[src/rtl/serial_ripple_subtractor.sv]
// Bit-serial two's-complement subtractor: one full-subtractor cell and a registered
// borrow produce A - B LSB first over WIDTH cycles behind a START/BUSY/DONE/ACK handshake.
module serial_ripple_subtractor #(
   parameter int WIDTH = 6
) (
   input  logic             clk,
   input  logic             rst,
   input  logic             start,
   input  logic [WIDTH-1:0] a,
   input  logic [WIDTH-1:0] b,
   input  logic             ack,
   output logic             busy,
   output logic             done,
   output logic [WIDTH-1:0] diff,
   output logic             bout,
   output logic             ovf
);

   localparam int CW = $clog2(WIDTH) + 1;

   typedef enum logic [1:0] {S_IDLE, S_RUN, S_DONE} state_t;

   state_t           state, state_nxt;
   logic [WIDTH-1:0] a_sh, b_sh, diff_q;
   logic [CW-1:0]    cnt;
   logic             br, bout_q, ovf_q;
   logic             ai, bi, d, br_nxt, last;

   // Full-subtractor cell on the current LSBs of the operand shift registers
   always_comb begin
      ai     = a_sh[0];
      bi     = b_sh[0];
      d      = ai ^ bi ^ br;
      br_nxt = (~ai & bi) | (~ai & br) | (bi & br);
      last   = (cnt == CW'(WIDTH - 1));
   end

   always_ff @(posedge clk or posedge rst) begin
      if (rst) state <= S_IDLE;
      else     state <= state_nxt;
   end

   always_comb begin
      state_nxt = state;
      case (state)
         S_IDLE:  if (start) state_nxt = S_RUN;
         S_RUN:   if (last)  state_nxt = S_DONE;
         S_DONE:  if (ack)   state_nxt = S_IDLE;
         default:            state_nxt = S_IDLE;
      endcase
   end

   always_ff @(posedge clk or posedge rst) begin
      if (rst) begin
         a_sh   <= '0;
         b_sh   <= '0;
         diff_q <= '0;
         cnt    <= '0;
         br     <= 1'b0;
         bout_q <= 1'b0;
         ovf_q  <= 1'b0;
      end else begin
         case (state)
            S_IDLE: begin
               if (start) begin
                  a_sh   <= a;
                  b_sh   <= b;
                  br     <= 1'b0;
                  cnt    <= '0;
                  bout_q <= 1'b0;
                  ovf_q  <= 1'b0;
               end
            end
            S_RUN: begin
               diff_q <= {d, diff_q[WIDTH-1:1]};
               a_sh   <= a_sh >> 1;
               b_sh   <= b_sh >> 1;
               br     <= br_nxt;
               cnt    <= cnt + CW'(1);
               // On the MSB step ai/bi are the captured sign bits and d is the result sign
               if (last) begin
                  bout_q <= br_nxt;
                  ovf_q  <= (ai != bi) & (d != ai);
               end
            end
            default: ;
         endcase
      end
   end

   assign busy = (state != S_IDLE);
   assign done = (state == S_DONE);
   assign diff = diff_q;
   assign bout = bout_q;
   assign ovf  = ovf_q;

endmodule

[config.mk]
export PLATFORM = sky130hd
export DESIGN_NAME = serial_ripple_subtractor
export DESIGN_NICKNAME = d
export VERILOG_FILES = /design/src/rtl/serial_ripple_subtractor.sv
export SDC_FILE = /design/constraint.sdc
export NUM_CORES = 1
export LEC_CHECK = 0
export CAP_MARGIN = 25
export CELL_PAD_IN_SITES_DETAIL_PLACEMENT = 0
export CELL_PAD_IN_SITES_GLOBAL_PLACEMENT = 2
export CORE_MARGIN = 4
export CORE_UTILIZATION = 35
export DETAILED_ROUTE_END_ITERATION = 12
export PLACE_DENSITY = 0.88
export REMOVE_ABC_BUFFERS = 1
export SLEW_MARGIN = 20
export SYNTH_ARGS = -nofsm -noshare
export SYNTH_HDL_FRONTEND = slang
export SYNTH_SLANG_ARGS = --single-unit
[constraint.sdc]
create_clock -name clk -period 2.4 [get_ports clk]
set_input_delay 0.24 -clock clk [delete_from_list [all_inputs] [get_ports clk]]
set_output_delay 0.24 -clock clk [all_outputs]
set_load 0.005 [all_outputs]
==> results of run 1 <==
-- worst min-delay path: cells and delay by family --
kind,cells,cell delay (ps)
buffers and inverters,3,770
-- layer usage --
layer	routed length (µm)	up-vias	GRT usage
met4	45	0	0.0390
li1	-	436	-
met3	100	5	0.0276
met5	0	-	0
met1	1110	401	0.136
met2	1150	19	0.177
-- logic make-up (layout without fill, tap and decap cells) --
| kind of cell | Yosys count | count (layout) |
|---|---|---|
| flops | 27 | 27 |
| mux | 17 | 17 |
| fa+ha+maj | 5 | 5 |
| compound gates | 25 | 25 |
| simple gates | 28 | 28 |
| xor+xnor | 1 | 1 |
| buf+inv | 10 | 37 |
-- sequential cells by signal, indices dropped and copies added, names as in the netlist --
| signal | cells |
|---|---|
| cnt | 4 |
| state | 2 |
| diff | 6 |
| bout | 1 |
| ovf | 1 |
| a_sh | 6 |
| b_sh | 6 |
| br | 1 |
-- cell usage after synthesis --
master,number
dfrtp_1,27
buf_6,2
o21bai_1,1
buf_2,2
mux2i_1,10
a22o_1,3
o21ai_1,6
and2b_1,1
a21o_1,1
nor2b_1,3
o2bb2ai_1,1
mux2_4,5
nor2_1,3
mux2_2,2
ha_1,4
fa_1,1
nand3_1,1
xor2_1,1
o21bai_4,1
inv_1,6
or2_2,1
nor3b_1,1
and3b_1,1
a21oi_1,3
nand2_1,15
nand3b_1,1
nand2b_4,1
o21ai_0,9
-- path summary, 6_finish.rpt --
check / from / to / slack, ps / cells after the start
max: state[0] / done / 600 / 2
min: rst / diff[0] / 330 / 3
max reg2reg: state[1] / bout / 1010 / 3
min reg2reg: b_sh[2] / b_sh[2] / 490 / 2
max in group asynchronous: rst / b_sh[4] / 1820 / 3
min in group clk: b_sh[2] / b_sh[2] / 490 / 2
-- power breakdown --
part           switching, mW  total (mW)  internal (mW)
combinational          0.366       0.883          0.518
sequential             0.168       0.824          0.657
clock                  0.139       0.255          0.116
-- final cells by class --
type                    instances  area, µm²  share of cell area
well taps                      46       57.6              0.0350
repair buffers                 27        265               0.161
flip-flops and latches         27        676               0.411
inverters                       6       22.5              0.0137
multi-input cells              76        578               0.351
clock buffers                   3       41.3              0.0251
clock inverters                 1       5.00             0.00304
-- per-stage QoR --
step | instance area [µm²] | hold slack, ps
4_1_cts | 1650 | 341
3_5_place_dp | 1600 | 470
3_3_place_gp | 1600 | 464
6_report | 1650 | 328
5_1_grt | 1650 | 379
2_1_floorplan | 1280 | 293
==> results.toml, run 1 <==
[route]
wire_per_inst_um = 12.9
wl_um = 2400
drt-pass1-iter-count = 3
viasPerCell = 4.63
vias = 861
drt_iter0_markers = 43
drc = 0
drtAntennaViolNets = 0

[synthesis]
yosys.area.top_type = "dfrtp_1"
netlist_area_um2 = 1310
synthSimpleGateAreaFrac = 0.109
ys_warn_count = 0
synth_mux_area_frac = 0.151
synth_top_area_share = 0.516
ys_ff_latch = 27
synth_compound_area_frac = 0.121
synthTopCellsByArea = "dfrtp_1 (52%), mux2i_1 (7.6%), mux2_4 (5.7%)"
synthCells = 113
yosysSeqAreaShare = 0.516
synth-xor-area-share = 0.00669
synthAdderAreaFrac = 0.0535
syn_area_per_cell_um2 = 11.6
synth_top_family_by_area = "multiplexers"
synth_cell_types = 28

[global_route]
grt_max_degree = 28
grt_pass1_wl_um = 4290
track_usage = 0.108
grt_pass1_vias = 936
grt_antenna_before_repair = 0
overflow = 0

[clock_tree]
clock_latency_ps = 270
cts_hold_buf = 0
post_cts.repair.setup_buffers = 0
cts_inserted_buffers = 3
cts_htree_levels = 1
cts_tree = "built"
cts-root-buf = "clkbuf_8"
cts_num_sinks = 27
cts_buffer_depth = 2
cts_resized = 0
cts.clk_slew.worst_paths_ps = 90

[placed_design]
globalplace.congestion = 0.640
dp_hpwl_um = 1690
port_buffers = 25
post-place-ws_ps = 789
dp_cells = 182

[timing]
fin_crit_sh = 0.751
setup_slack_ps = 598
setup_viol = 0
fin_tns_setup_ps = 0
clock.fmax_mhz = 555
fin_worst_skew_ps = 1.33
worst_pin_slew_ps = 391
period_minus_slack_ps = 1800
final_max_slew_viol_count = 0
slew_headroom = 0.738
rsz0062_at_grt = "no"
hold_viol = 0

[floorplan]
core_area_um2 = 3470
rows = 21
pin_count = 26
dieArea_um2 = 4780
die_x_um = 69.2
start_util = 0.377
die_h_um = 69.2

[critical_path]
cp-start-kind = "flop"
end_kind = "output pin"
cp_num_buf_inv = 1
critPathRequiredTime_ps = 2160
worstSetupPathType = "reg2out"
critPathMaxFanout = 8
crit_chain = "and2b_1 -> clkdlybuf4s50_1"
arrival_ps = 1560
critPathMaxStageDelay_ps = 510
cp_top_family = "flip-flops"
cp_slowest_cell = "dfrtp_1"

[final_layout]
final_util = 0.474
fillers = 342
mostFrequentLayoutCell = "dfrtp_1"
drive_above_1_share = 0.114
layout.cells.non_filler = 186
diodes = 0
final_cell_mix = "dfrtp_1 (27), clkdlybuf4s50_1 (25), nand2_1 (15)"
syn_to_final_growth_pct = 25.7
layout.nets = 162

[hold_path]
hp-class = "in2async"

[status]
status = "finished, final reports clean"

[power_and_ir_drop]
design_power_total_mw = 1.96
powerDensity_nw_per_um2 = 1190
peakVddDrop_uv = 713
p_leak_nw = 0.725

[flow_run]
maxCapViolCount = 0
No activity file was read; power rests on OpenSTA's default activity.
==> inputs of run 2 (changes only) <==
--- a/config.mk
+++ b/config.mk
@@ -9,9 +9,9 @@
 export CELL_PAD_IN_SITES_DETAIL_PLACEMENT = 0
 export CELL_PAD_IN_SITES_GLOBAL_PLACEMENT = 2
 export CORE_MARGIN = 4
-export CORE_UTILIZATION = 35
+export CORE_UTILIZATION = 29
 export DETAILED_ROUTE_END_ITERATION = 12
-export PLACE_DENSITY = 0.88
+export PLACE_DENSITY = 0.78
 export REMOVE_ABC_BUFFERS = 1
 export SLEW_MARGIN = 20
 export SYNTH_ARGS = -nofsm -noshare
==> constraint.sdc (replaced) <==
create_clock -name clk -period 1.45 [get_ports clk]
set_input_delay 0.145 -clock clk [delete_from_list [all_inputs] [get_ports clk]]
set_output_delay 0.145 -clock clk [all_outputs]
set_load 0.005 [all_outputs]
==> run 2 against run 1 <==
Against the previous run: non-clock buffer count increased by 7; register-to-register slack lost 920 ps; critical path depth did not move; total power up 75%; highest routed layer unchanged.
==> results.toml, run 2 (synthesis results as in run 1) <==
[clock_tree]
cts_inserted_buffers = 3
cts_tree = "built"
cts_hold_buf = 0
cts_num_sinks = 27
cts_buffer_depth = 2
cts.clk_slew.worst_paths_ps = 100
cts-root-buf = "clkbuf_8"
cts_htree_levels = 1
clock_latency_ps = 270

[final_layout]
fin_area_um2 = 1720
drive_above_1_share = 0.182
fillers = 413
mostFrequentLayoutCell = "dfrtp_1"
diodes = 0
layout.nets = 170
layout.cells.non_filler = 200
final_cell_mix = "dfrtp_1 (25), clkdlybuf4s50_1 (23), nand2_1 (15)"
syn_to_final_growth_pct = 31.6

[critical_path]
arrival_ps = 1260
cp-start-kind = "flop"
end_kind = "output pin"
worstSetupPathType = "reg2out"
critPathRequiredTime_ps = 1310
critPathMaxFanout = 4

[global_route]
grt_antenna_before_repair = 0
overflow = 0
grt_max_degree = 28
grt_pass1_vias = 962
grt_pass1_wl_um = 4530
track_usage = 0.106

[placed_design]
dp_hpwl_um = 1920
port_buffers = 25
globalplace.congestion = 0.722
placed_cell_area_um2 = 1630
dp_cells = 191

[route]
top_layer_used = "met4"
dr_wl_met3_um = 128
wl_um = 2800
drc = 0
drtAntennaViolNets = 0
viasPerCell = 4.53
drt-pass1-iter-count = 4
wl_met2_um = 1300
wire_per_inst_um = 14.0
drt_iter0_markers = 34
wl_met1_um = 1340
vias = 906

[floorplan]
core_area_um2 = 4350
start_util = 0.301
die_x_um = 75.2
die_h_um = 75.2
pin_count = 26
dieArea_um2 = 5650
rows = 24

[power_and_ir_drop]
peakVddDrop_uv = 765
powerDensity_nw_per_um2 = 1990
p_leak_nw = 0.769

[timing]
hold_viol = 0
setup_viol = 0
fin_crit_sh = 0.966
period_minus_slack_ps = 1400
worst_pin_slew_ps = 345
fin_tns_setup_ps = 0
slew_headroom = 0.770
rsz0062_at_grt = "no"
final_max_slew_viol_count = 0
clock.fmax_mhz = 714
fin_worst_skew_ps = 8.77

[flow_run]
maxCapViolCount = 0

[hold_path]
hp-class = "in2async"

[status]
status = "finished, final reports clean"
[run 2: changes by cell type in the layout (fill, tap and decap cells not counted)]
cell / before / now
buf_4: 2 / 8
dfrtp_1: 27 / 25
nor3b_1: 1 / 0
dfrtp_2: 0 / 2
dlygate4sd2_1: 0 / 2
nand2b_2: 0 / 1
buf_6: 0 / 1
nor3b_2: 0 / 1
clkdlybuf4s50_1: 25 / 23
[run 2: area by class of cell]
type                       instances  area [µm²]  area share
multi-input combinational         77         592       0.344
clock buffer                       3        41.3      0.0240
inverter                           6        22.5      0.0131
sequential                        27         678       0.394
timing repair buffer              34         319       0.185
clock inverter                     1        5.00     0.00290
tap                               52        65.1      0.0378
[run 2: final timing paths]
path                            startpoint        to  slack, ps  cells after the start
max in group asynchronous              rst  state[1]        950                      3
worst max register to register    state[1]   diff[2]         90                      3
worst min-delay path                   rst    cnt[3]        210                      3
min in group clk                       ack  state[1]        460                      3
worst min register to register     b_sh[3]   b_sh[3]        490                      2
worst max-delay path              state[0]      busy         50                      2
[run 2: worst max-delay path: stages, from the launching register on]
cell and delay, ps:
dfrtp_2 430, or2_2 300, dlygate4sd2_1 260
[run 2: per-stage QoR]
stage | hold slack [ps] | util | total power, mW | setup WS (ps)
6_report | 212 | 0.396 | 3.43 | 49.0
3_3_place_gp | 466 | 0.374 | 2.88 | 115
2_1_floorplan | 198 | - | 2.33 | 161
4_1_cts | 227 | 0.392 | 3.43 | 35.1
5_1_grt | 252 | 0.396 | 3.75 | 0.0838
3_5_place_dp | 470 | 0.374 | 2.93 | 39.6
[run 2: layer usage]
metal,up-vias,global-route usage
li1,453,-
met1,431,0.134
met2,20,0.181
met3,2,0.0254
met4,0,0.0291
met5,-,0
[run 2: what timing repair did]
item                                    4_1_cts  5_1_grt
endpoints found under the setup margin        2        4
setup buffers                                 4        0
gates resized for setup                       4        2
gates cloned                                  0        1
[run 2: power by group]
group / leakage, nW / switching [mW] / total [mW] / internal, mW
sequential: 0.337 / 0.261 / 1.35 / 1.09
clock: 0.0255 / 0.243 / 0.436 / 0.193
combinational: 0.406 / 0.688 / 1.65 / 0.957
==> inputs of run 3 (changes only) <==
--- a/config.mk
+++ b/config.mk
@@ -8,8 +8,10 @@
 export CAP_MARGIN = 25
 export CELL_PAD_IN_SITES_DETAIL_PLACEMENT = 0
 export CELL_PAD_IN_SITES_GLOBAL_PLACEMENT = 2
+export CORE_ASPECT_RATIO = 1.2
 export CORE_MARGIN = 4
 export CORE_UTILIZATION = 29
+export CTS_CLUSTER_DIAMETER = 120
 export DETAILED_ROUTE_END_ITERATION = 12
 export PLACE_DENSITY = 0.78
 export REMOVE_ABC_BUFFERS = 1
==> run 3 against run 2 <==
Against the previous run: wire length is 9.6% lower; combinational power about the same; global-route usage is 0.79 points lower; clock power fell by 4%; non-clock buffer count rose by 1; core utilization grew 0.43 points; cell count grew 2.0%; via count decreased by 0.22%; critical endpoint unchanged.
==> results.toml, run 3 (synthesis results as in run 1) <==
[timing]
slew_headroom = 0.756
fin_worst_skew_ps = 2.03
rsz0062_at_grt = "no"
setup_viol = 0
period_minus_slack_ps = 1370
clock.fmax_mhz = 730
hold_viol = 0
fin_crit_sh = 0.944
final_max_slew_viol_count = 0
worst_pin_slew_ps = 366

[route]
drt_iter0_markers = 17
wl_um = 2530
wire_per_inst_um = 12.4
drc = 0
drtAntennaViolNets = 0
vias = 904
drt-pass1-iter-count = 4
viasPerCell = 4.43

[final_layout]
fillers = 438
drive_above_1_share = 0.196
diodes = 0
final_cell_mix = "dfrtp_1 (25), clkdlybuf4s50_1 (23), nand2_1 (15)"
syn_to_final_growth_pct = 32.2
mostFrequentLayoutCell = "dfrtp_1"
layout.nets = 170
layout.cells.non_filler = 204

[critical_path]
crit_chain = "buf_4 -> or2_2 -> clkbuf_2"
cp_num_buf_inv = 2
cp_top_family = "flip-flops"
cp_slowest_cell = "dfrtp_2"
arrival_ps = 1220
end_kind = "output pin"
critPathMaxStageDelay_ps = 430
worstSetupPathType = "reg2out"
cp-start-kind = "flop"
critPathRequiredTime_ps = 1310
critPathMaxFanout = 3

[flow_run]
maxCapViolCount = 0

[status]
status = "finished, final reports clean"

[floorplan]
rows = 26
die_h_um = 81.6
start_util = 0.302
core_area_um2 = 4330
dieArea_um2 = 5660
die_x_um = 69.3
pin_count = 26

[global_route]
grt_pass1_wl_um = 4500
grt_antenna_before_repair = 0
track_usage = 0.0981
grt_max_degree = 28
overflow = 0
grt_pass1_vias = 932

[clock_tree]
cts_num_sinks = 27
cts-root-buf = "clkbuf_8"
cts_htree_levels = 1
cts_buffer_depth = 2
cts_inserted_buffers = 3
cts_tree = "built"
clock_latency_ps = 270
cts.clk_slew.worst_paths_ps = 90

[placed_design]
dp_hpwl_um = 1810
globalplace.congestion = 0.706
port_buffers = 25
dp_cells = 195

[power_and_ir_drop]
p_leak_nw = 0.773
peakVddDrop_uv = 1090
powerDensity_nw_per_um2 = 1970
design_power_total_mw = 3.40

[hold_path]
hp-class = "in2async"
==> run 3: cell count changes in the layout (fill, tap and decap cells not counted), sizes merged <==
cell and change:
buf +1, nand2b -1, clkbuf +1, dlygate4sd2 -1
==> run 3: layout make-up <==
| class | count | area [µm²] | area share |
|---|---|---|---|
| well taps | 56 | 70.1 | 0.0405 |
| clock inverters | 1 | 5.00 | 0.00289 |
| multi-input cells | 76 | 587 | 0.339 |
| flip-flops and latches | 27 | 678 | 0.392 |
| repair buffers | 35 | 327 | 0.189 |
| clock buffers | 3 | 41.3 | 0.0239 |
| inverters | 6 | 22.5 | 0.0130 |
==> run 3: metrics by stage <==
| stage | util | hold slack, ps | setup slack (ps) | setup TNS [ps] | area (µm²) |
|---|---|---|---|---|---|
| after CTS | 0.396 | 241 | -32.3 | -32.3 | 1710 |
| after global routing | 0.400 | 267 | 7.07 | 0 | 1730 |
| after global placement | 0.378 | 465 | 80.9 | 0 | 1630 |
| final | 0.400 | 229 | 80.6 | 0 | 1730 |
| after floorplan | - | 198 | 161 | 0 | 1280 |
| after detailed placement | 0.378 | 480 | 50.7 | 0 | 1630 |
==> run 3: repair_timing <==
item	4_1_cts	5_1_grt
pin swaps	0	1
endpoints found under the setup margin	2	13
gates resized for setup	5	6
hold buffers	0	0
buffers inserted	4	1
hold endpoints to repair	0	0
==> run 3: worst reg2reg max path: stages, from the launching register on <==
cell and delay (ps):
dfrtp_2 430, buf_4 150, nand2b_4 290, mux2_4 390
==> run 3: path summary, 6_finish.rpt <==
kind	slack, ps	cells after the start	end	start
max	80	3	busy	state[0]
min	230	3	a_sh[1]	rst
max reg2reg	80	3	diff[3]	state[1]
min reg2reg	490	2	b_sh[1]	b_sh[1]
max in group asynchronous	940	3	state[0]	rst
min in group clk	450	3	state[1]	ack
==> run 3: layer usage <==
metal / global-route usage / wire length [µm]
met1: 0.124 / 1250
met2: 0.161 / 1170
met3: 0.0282 / 103
met4: 0.0352 / 14
met5: 0 / 0
==> run 3: power by group <==
group          total [mW]  internal, mW  switching, mW
clock network       0.420         0.192          0.228
logic                1.64         0.973          0.669
registers            1.34          1.09          0.249
total                3.40          2.26           1.15
